**src/rtl/uart_tx_fifo_if.sv**
```systemverilog
// Byte-stream handshake between a producer, the TX FIFO and a downstream uart_tx.
// slave is the FIFO side; master is whoever drives writes and the uart_tx busy.
interface uart_tx_fifo_if #(
  parameter int AW = 4
);
  logic          wr_en;
  logic [7:0]    wr_data;
  logic          clr_ovf;
  logic          tx_busy;
  logic          tx_send;
  logic [7:0]    tx_data;
  logic          full;
  logic          empty;
  logic [AW:0]   count;
  logic          overflow;

  modport master (
    output wr_en, wr_data, clr_ovf, tx_busy,
    input  tx_send, tx_data, full, empty, count, overflow
  );

  modport slave (
    input  wr_en, wr_data, clr_ovf, tx_busy,
    output tx_send, tx_data, full, empty, count, overflow
  );
endinterface

```
**src/rtl/uart_tx_fifo.sv**
```systemverilog
// Circular byte FIFO feeding a uart_tx: one-cycle send pulse per byte, sticky overflow.
// state     | meaning
// IDLE      | waiting for a queued byte and tx_busy=0
// SEND      | tx_send high for this single cycle
// WAIT_BUSY | waiting for uart_tx to raise busy (2-cycle timeout)
// WAIT_DONE | waiting for busy to fall
module uart_tx_fifo #(
  parameter int DEPTH = 16,
  parameter int AW    = 4
) (
  input  logic            clk,
  input  logic            rst_n,
  uart_tx_fifo_if.slave   bus
);
  typedef enum logic [1:0] {IDLE, SEND, WAIT_BUSY, WAIT_DONE} state_t;

  localparam int TMO = 2;

  state_t          state, state_nx;
  logic [7:0]      mem [DEPTH];
  logic [AW-1:0]   wr_ptr, rd_ptr;
  logic [AW:0]     cnt;
  logic [1:0]      tmr, tmr_nx;
  logic            pop, wr_acc;
  logic            ovf;
  logic            tx_send_q;
  logic [7:0]      tx_data_q;
  logic            full_w, empty_w;

  assign full_w  = (cnt == (AW+1)'(DEPTH));
  assign empty_w = (cnt == '0);
  assign wr_acc  = bus.wr_en && !full_w;

  always_comb begin
    state_nx = state;
    tmr_nx   = tmr;
    pop      = 1'b0;
    case (state)
      IDLE: begin
        if (!empty_w && !bus.tx_busy) begin
          pop      = 1'b1;
          state_nx = SEND;
        end
      end
      SEND: begin
        state_nx = WAIT_BUSY;
        tmr_nx   = 2'(TMO - 1);
      end
      WAIT_BUSY: begin
        // a load uart_tx never acknowledged is abandoned, not retried
        if (bus.tx_busy)     state_nx = WAIT_DONE;
        else if (tmr == '0)  state_nx = IDLE;
        else                 tmr_nx   = tmr - 1'b1;
      end
      WAIT_DONE: begin
        if (!bus.tx_busy) state_nx = IDLE;
      end
      default: state_nx = IDLE;
    endcase
  end

  always_ff @(posedge clk or negedge rst_n) begin
    if (!rst_n) begin
      state     <= IDLE;
      tmr       <= '0;
      wr_ptr    <= '0;
      rd_ptr    <= '0;
      cnt       <= '0;
      ovf       <= 1'b0;
      tx_send_q <= 1'b0;
      tx_data_q <= 8'h00;
    end else begin
      state     <= state_nx;
      tmr       <= tmr_nx;
      tx_send_q <= pop;
      if (wr_acc) wr_ptr <= wr_ptr + 1'b1;
      if (pop) begin
        rd_ptr    <= rd_ptr + 1'b1;
        tx_data_q <= mem[rd_ptr];
      end
      case ({wr_acc, pop})
        2'b10:   cnt <= cnt + 1'b1;
        2'b01:   cnt <= cnt - 1'b1;
        default: cnt <= cnt;
      endcase
      // a dropped write wins over a same-cycle clear
      if (bus.wr_en && full_w) ovf <= 1'b1;
      else if (bus.clr_ovf)    ovf <= 1'b0;
    end
  end

  always_ff @(posedge clk) begin
    if (wr_acc) mem[wr_ptr] <= bus.wr_data;
  end

  assign bus.tx_send  = tx_send_q;
  assign bus.tx_data  = tx_data_q;
  assign bus.full     = full_w;
  assign bus.empty    = empty_w;
  assign bus.count    = cnt;
  assign bus.overflow = ovf;
endmodule

```
**src/flat_wrapper.sv**
```systemverilog
// flat-port wrapper written by rule: the top's interface ports become plain ports
module uart_tx_fifo_flat 
#(
  parameter int DEPTH = 16,
  parameter int AW    = 4
)
  (clk, rst_n, bus_wr_en, bus_wr_data, bus_clr_ovf, bus_tx_busy, bus_tx_send, bus_tx_data, bus_full, bus_empty, bus_count, bus_overflow);
  uart_tx_fifo_if #(.AW(AW)) bus_i ();
  input  logic clk;
  input  logic rst_n;
  input wire logic [$bits(bus_i.wr_en)-1:0] bus_wr_en;
  input wire logic [$bits(bus_i.wr_data)-1:0] bus_wr_data;
  input wire logic [$bits(bus_i.clr_ovf)-1:0] bus_clr_ovf;
  input wire logic [$bits(bus_i.tx_busy)-1:0] bus_tx_busy;
  output wire logic [$bits(bus_i.tx_send)-1:0] bus_tx_send;
  output wire logic [$bits(bus_i.tx_data)-1:0] bus_tx_data;
  output wire logic [$bits(bus_i.full)-1:0] bus_full;
  output wire logic [$bits(bus_i.empty)-1:0] bus_empty;
  output wire logic [$bits(bus_i.count)-1:0] bus_count;
  output wire logic [$bits(bus_i.overflow)-1:0] bus_overflow;
  assign bus_i.wr_en = bus_wr_en;
  assign bus_i.wr_data = bus_wr_data;
  assign bus_i.clr_ovf = bus_clr_ovf;
  assign bus_i.tx_busy = bus_tx_busy;
  assign bus_tx_send = bus_i.tx_send;
  assign bus_tx_data = bus_i.tx_data;
  assign bus_full = bus_i.full;
  assign bus_empty = bus_i.empty;
  assign bus_count = bus_i.count;
  assign bus_overflow = bus_i.overflow;
  uart_tx_fifo #(.DEPTH(DEPTH), .AW(AW)) u_core (.clk(clk), .rst_n(rst_n), .bus(bus_i));
endmodule
```
**config.mk**
```make
export PLATFORM = sky130hd
export DESIGN_NAME = uart_tx_fifo_flat
export DESIGN_NICKNAME = d
export VERILOG_FILES = /design/src/rtl/uart_tx_fifo_if.sv /design/src/rtl/uart_tx_fifo.sv /design/src/flat_wrapper.sv
export SDC_FILE = /design/constraint.sdc
export NUM_CORES = 1
export LEC_CHECK = 0
export CORE_MARGIN = 1.5
export CORE_UTILIZATION = 60
export CTS_BUF_LIST = sky130_fd_sc_hd__clkbuf_8
export CTS_CLUSTER_SIZE = 25
export DETAILED_ROUTE_END_ITERATION = 6
export PLACE_DENSITY_LB_ADDON = 0.05
export SLEW_MARGIN = 5
export SYNTH_ARGS = -nofsm -noshare
export SYNTH_HDL_FRONTEND = slang
export SYNTH_SLANG_ARGS = --single-unit
```
**constraint.sdc**
```tcl
create_clock -name clk -period 3.5 [get_ports clk]
set_clock_uncertainty 0.2 [all_clocks]
set_input_delay 0.525 -clock clk [delete_from_list [all_inputs] [get_ports clk]]
set_output_delay 0.525 -clock clk [all_outputs]
set_load 0.005 [all_outputs]
```
* After elaboration in Yosys (flattened, before gate mapping)
Memory sizes are Yosys's and may differ from the RTL's. A register that Yosys moved wholly into a read port is not among the register bits.
Cells that the tools add are included.
** Cells by class
- Equality and inequality tests :: 11
- Shifts and indexed selects :: 0
- Muxes and demuxes :: 15
- Bitwise operators :: 0
- Reduce and logical (&&, ||, !) cells :: 15
- $mul :: 0
- $lt $le $gt $ge :: 0
- Add/subtract/negate cells :: 5
- Divide/modulo/power cells :: 0
** Operators with widths (number)
- two-way mux 2 bit :: 6
- case mux 5 bit (2 select lines) :: 1
- adder 4 x 1 -> 4 bit, second input constant :: 2
- case mux 2 bit (4 select lines) :: 1
- == test 2 bit, second input constant :: 3
- two-way mux 1 bit :: 6
- inequality test 2 bit, second input constant :: 3
- AND reduction 3 bit :: 2
- nonzero test 2 bit :: 3
- adder 5 x 1 -> 5 bit, second input constant :: 1
- == test 5 bit, second input constant :: 1
- zero test 5 bit :: 1
- subtractor 5 x 1 -> 5 bit, second input constant :: 1
- == test 2 x 1 -> 1 bit, second input constant :: 2
- zero test 1 bit :: 4
- zero test 2 bit :: 2
- case mux 2 bit (2 select lines) :: 1
- logical AND 1 bit :: 3
- inequality test 3 x 2 -> 1 bit, second input constant :: 1
- inequality test 2 x 1 -> 1 bit, second input constant :: 1
- subtractor 2 x 1 -> 2 bit, second input constant :: 1
** Storage, ports and cells
- Memory bits (read-only) :: 0
- Logic and storage cells :: 54
- Output and inout bits :: 17
- RAM bits :: 128
- Input bits :: 13
- Register bits :: 19
- Latch bits :: 0
- Memories kept :: 1
** Memory list
- u_core.mem :: depth 16, bits a word 8, rd ports 1, clocked after Yosys merged registers in 1, wr ports 1, line uart_tx_fifo.sv:20 : logic [7:0] mem [DEPTH];

* Logic depth before layout (Yosys ltp)
- Word-level depth :: 7
- Mapped depth :: 12
- Depth with buffers taken out :: 10

* Least setup slack after synthesis
No wires, ideal clock.
- Kind :: register to register
- From :: register u_core.cnt[2], in the netlist u_core.bus.count[2]
- To :: register u_core.cnt[4], in the netlist u_core.bus.count[4]
- Path buffers :: 2
- Setup time :: 123 ps
- Stages on the path, launching flop included :: 13
- Clock period less this slack :: 2915 ps
- Data arrival time :: 2592 ps
- Data required time :: 3177 ps
- Slack :: 585 ps
- Cell sequence :: dfrtp_1 > buf_6 > or4_4 > o21ai_2 > inv_1 > ha_1 > clkbuf_1 > xor2_1 > ha_1 > o211a_1 > o31ai_1 > a31oi_1 > xnor2_1
** Between the ends
- Cells in the longest elaborated chain, start to end :: 7
- Elaborated cells on any way between the ends :: 14
- Classes of those cells :: add/sub (2); eq/ne (3); mux (3); reduce/logical (6)
** RTL lines
- start, declared :: line uart_tx_fifo.sv:22 : logic [AW:0] cnt;
- start signal, assigned :: line uart_tx_fifo.sv:82 : 2'b10: cnt <= cnt + 1'b1;
- start signal, assigned :: line uart_tx_fifo.sv:83 : 2'b01: cnt <= cnt - 1'b1;
- start signal, assigned :: line uart_tx_fifo.sv:84 : default: cnt <= cnt;
- zero test 5 bit * :: line uart_tx_fifo.sv:31 : assign empty_w = (cnt == '0);
- zero test 1 bit * :: line uart_tx_fifo.sv:40 : if (!empty_w && !bus.tx_busy) begin
- logical AND 1 bit * :: line uart_tx_fifo.sv:40
- two-way mux 1 bit * :: line uart_tx_fifo.sv:40
- two-way mux 1 bit * :: line uart_tx_fifo.sv:38 : case (state)
- named net u_core.pop :: line uart_tx_fifo.sv:24 : logic pop, wr_acc;
- == test 2 x 1 -> 1 bit or == test 2 bit (tied branches) :: line uart_tx_fifo.sv:81 : case ({wr_acc, pop})
- case mux 5 bit (2 select lines) or nonzero test 2 bit (tied branches)
The timed path passes the listed nets; every way through them passes the cells marked *.
A chain may end at the register's enable or synchronous reset.

* Worst setup path in the final report
Ends and elaborated chain as after synthesis.

==> results_dict.tcl <==
set metrics [dict create \
    synth-xor-area-share_pct 1.504 \
    cp-end-kind "register" \
    avgViaCountPerCell 5.796 \
    muxShareOfSynthArea_pct 15.30 \
    first_pass_iters 4 \
    critical_path_peak_fanout 9 \
    cts_tree "done" \
    powerDensity_nw_per_um2 759.7 \
    design.die.area_um2 11300 \
    sequentialPowerShare_pct 46.1 \
    mostFrequentLayoutCells "edfxtp_1, clkdlybuf4s50_1, dfrtp_1" \
    slowest_delay_ns 0.57 \
    die_w_um 106.3 \
    crit_buf_inv 1 \
    numPortBuffers 29 \
    post_cts.repair.setup_buffers 0 \
    num_vias 3188 \
    critPathLaunchType "register" \
    grt-ovfl-total 0 \
    p_sw_share_pct 30.70 \
    hold_end "u_core.bus.tx_data[7]" \
    cp.required_ns 3.62 \
    syn_to_final_growth_pct 13.97 \
    ys_seq_area_share_pct 70.57 \
    seq_area_um2 4521 \
    cp_data_arrival_time_ns 3.11 \
    nets 424 \
    synth_top_family_by_area "multiplexers" \
    synth_compound_area_share_pct 3.537 \
    drive_above_1_share_pct 22.71 \
    min_from "u_core.bus.tx_data[7]" \
    finalHoldViolations 0 \
    multiInputGateArea_um2 1693 \
    num_rows 37 \
    drc 0 \
    run_status "finished, final reports clean" \
    fin_crit_ns 2.992 \
    intPower_uw 3842 \
    drt-initial-drc-count 198 \
    async_flop_share_pct 17.42 \
    tightestPinTransition_ns 0.9273 \
    avgSynthCellArea_um2 18.35 \
    ys_warn_count 0 \
    netlist_area_um2 6404 \
    antenna_cells 0 \
    hold_class "reg -> reg" \
    synth_edf_count 128 \
    synth_fa_ha_area_share_pct 1.954 \
    ant_nets 0 \
    grt_pass1_vias 3252 \
    mostFrequentLayoutCell "edfxtp_1" \
    path_class "reg -> reg" \
    ys_ff_latch 155 \
    period_share_pct 85.48 \
    core_area_um2 10320 \
    reg2reg_from "u_core.bus.count[2]" \
    leakage_uw 0.002589 \
    hold_buffers 0 \
    grt_pass1_wl_um 17860 \
    clk_pin_slew_worst_paths_ns 0.09 \
    yosys.area_share.simple_pct 4.142 \
    synth.distinct_cells 40 \
    fillers 663 \
    antenna_found_initial 0 \
    rsz0062_at_grt "false" \
    totalWireLength_um 11360 \
    rr_endpoint "u_core.bus.count[4]" \
    wire_per_inst_um 20.65 \
    place_hpwl_um 7181 \
    htree_num_levels 4 \
    reg2reg_setup_slack_ns 0.51 \
    hold_depth 2 \
    syn_nets 372 \
    crit_top_cell "ha_1" \
    ir_drop_uv 672.8 \
    gp_congestion 0.7176 \
    slew_viol_final 0 \
    setup_viol 0 \
    cp_slowest_cell "or4_4" \
    start_util_pct 62.03 \
    fmax_ghz 0.3342 \
    p_comb_share_pct 30.2 \
    synth_flop_cell "edfxtp_1" \
    post_cts_resized 0 \
    die_h_um 106.3 \
    r2r.worst_path.cells 10 \
    power_frac_clock_pct 23.8 \
    switchingPower_uw 1702 \
    cts-root-buf "clkbuf_8" \
    whs_ns 0.2797 \
    timing.slew.headroom_pct 37.98 \
    cap_violations 0 \
    cts_sinks 155 \
    syn-instance-count 349 \
    path_delay_family "compound AO/OA/AOI/OAI gates" \
    num_io_pins 30 \
    grt_max_degree 36 \
    cts.path.max_buffers 2 \
    grt.total_usage_pct 22.44 \
    clk_latency_ns 0.42 \
    cts-buffers-inserted 17 \
    crit_chain "or4_4 -> o21ai_2 -> inv_1 -> ha_1 -> xor2_1 -> ha_1 -> o211a_1 -> o31ai_1 -> a31oi_1 -> xnor2_1" \
    fin_tns_setup_ns 0 \
]
-- worst min-delay path: cells and delay by family, from the launching register on --
family / cells / cell delay [ns]
flip-flops: 1 / 0.35
AND/OR/NAND/NOR: 1 / 0.06
AO/OA/AOI/OAI: 1 / 0.05
-- logic make-up (layout without fill, tap and decap cells) --
group / after synthesis / after routing
multiplexers: 54 / 54
flip-flops: 155 / 155
adder cells (fa/ha/maj): 10 / 10
AND/OR/NAND/NOR: 58 / 58
AO/OA/AOI/OAI: 32 / 32
buffers and inverters: 29 / 94
XOR/XNOR: 11 / 11
-- state kept, by name (all words and copies together), names as in the netlist --
signal,count
u_core.rd_ptr,4
u_core.bus.overflow,1
u_core.bus.tx_send,1
u_core.wr_ptr,4
u_core.tmr,2
u_core.bus.count,5
u_core.bus.tx_data,8
u_core.mem,128
u_core.state,2
-- per-layer routing --
metal  vias up  GRT usage, %  part of all wire [%]
li1       1469             -                     -
met1      1624         30.10                    43
met2        86         36.59                    50
met3         9         5.150                   5.2
met4         0         7.915                   1.1
met5         -             0                     0
-- cell type report --
type,count,area share (%)
multi-input cells,165,23.20
clock inverters,15,2.246
well taps,136,2.332
clock buffers,17,3.206
inverters,9,0.4629
repair buffers,53,6.618
flip-flops and latches,155,61.94
-- cells in the mapped netlist, types with 2 or more instances --
| cell | n | area share, % |
|---|---|---|
| xnor2_1 | 8 | 1.1 |
| nand2_1 | 19 | 1.1 |
| inv_1 | 9 | 0.53 |
| a22o_1 | 5 | 0.68 |
| mux4_2 | 24 | 8.4 |
| nor2_1 | 21 | 1.2 |
| dfrtp_1 | 27 | 11 |
| nor2b_1 | 3 | 0.29 |
| a21oi_1 | 7 | 0.55 |
| xor2_1 | 3 | 0.41 |
| a211o_1 | 2 | 0.27 |
| edfxtp_1 | 128 | 60 |
| nand2b_1 | 3 | 0.29 |
| mux2_2 | 7 | 1.2 |
| buf_2 | 4 | 0.31 |
| o21ai_0 | 7 | 0.55 |
| clkbuf_1 | 4 | 0.23 |
| buf_4 | 3 | 0.35 |
| mux4_1 | 8 | 3.3 |
| ha_1 | 10 | 2.0 |
| mux2i_1 | 15 | 2.3 |
| nand4_1 | 2 | 0.20 |
| o21ai_2 | 5 | 0.68 |
| nor3_1 | 5 | 0.39 |
| buf_6 | 5 | 0.88 |
-- worst max-delay path by stage --
stage,slack [ns],depth (start not counted),end,start
after floorplan,0.58,12,u_core.bus.count[4],u_core.bus.count[2]
after global placement,0.48,11,u_core.bus.count[4],bus_tx_busy
after detailed placement,0.42,11,u_core.bus.count[4],bus_tx_busy
after CTS,0.52,10,u_core.bus.count[4],u_core.bus.count[2]
after global routing,0.37,10,u_core.bus.count[4],u_core.bus.count[2]
final,0.51,10,u_core.bus.count[4],u_core.bus.count[2]
-- stage by stage --
step | cell area, um2 | power (uW) | std cells | util, % | setup WS, ns
final | 7298 | 5545 | 550 | 70.69 | 0.5082
after global routing | 7298 | 5844 | 550 | 70.69 | 0.3731
after CTS | 7298 | 5594 | 550 | 70.69 | 0.5158
after detailed placement | 6900 | 4283 | 518 | 66.84 | 0.4157
after global placement | 6900 | 4229 | 518 | 66.84 | 0.4813
after floorplan | 6404 | 3782 | 349 | - | 0.5848
-- power groups by stage --
stage               combinational (uW)  sequential (uW)  clock [uW]
global placement                  1650             2580           0
floorplan                         1340             2440           0
detailed placement                1690             2600           0
finish                            1670             2550        1320
CTS                               1700             2550        1340
global route                      1830             2590        1420
Note: power is estimated with default switching activity, not from simulation.
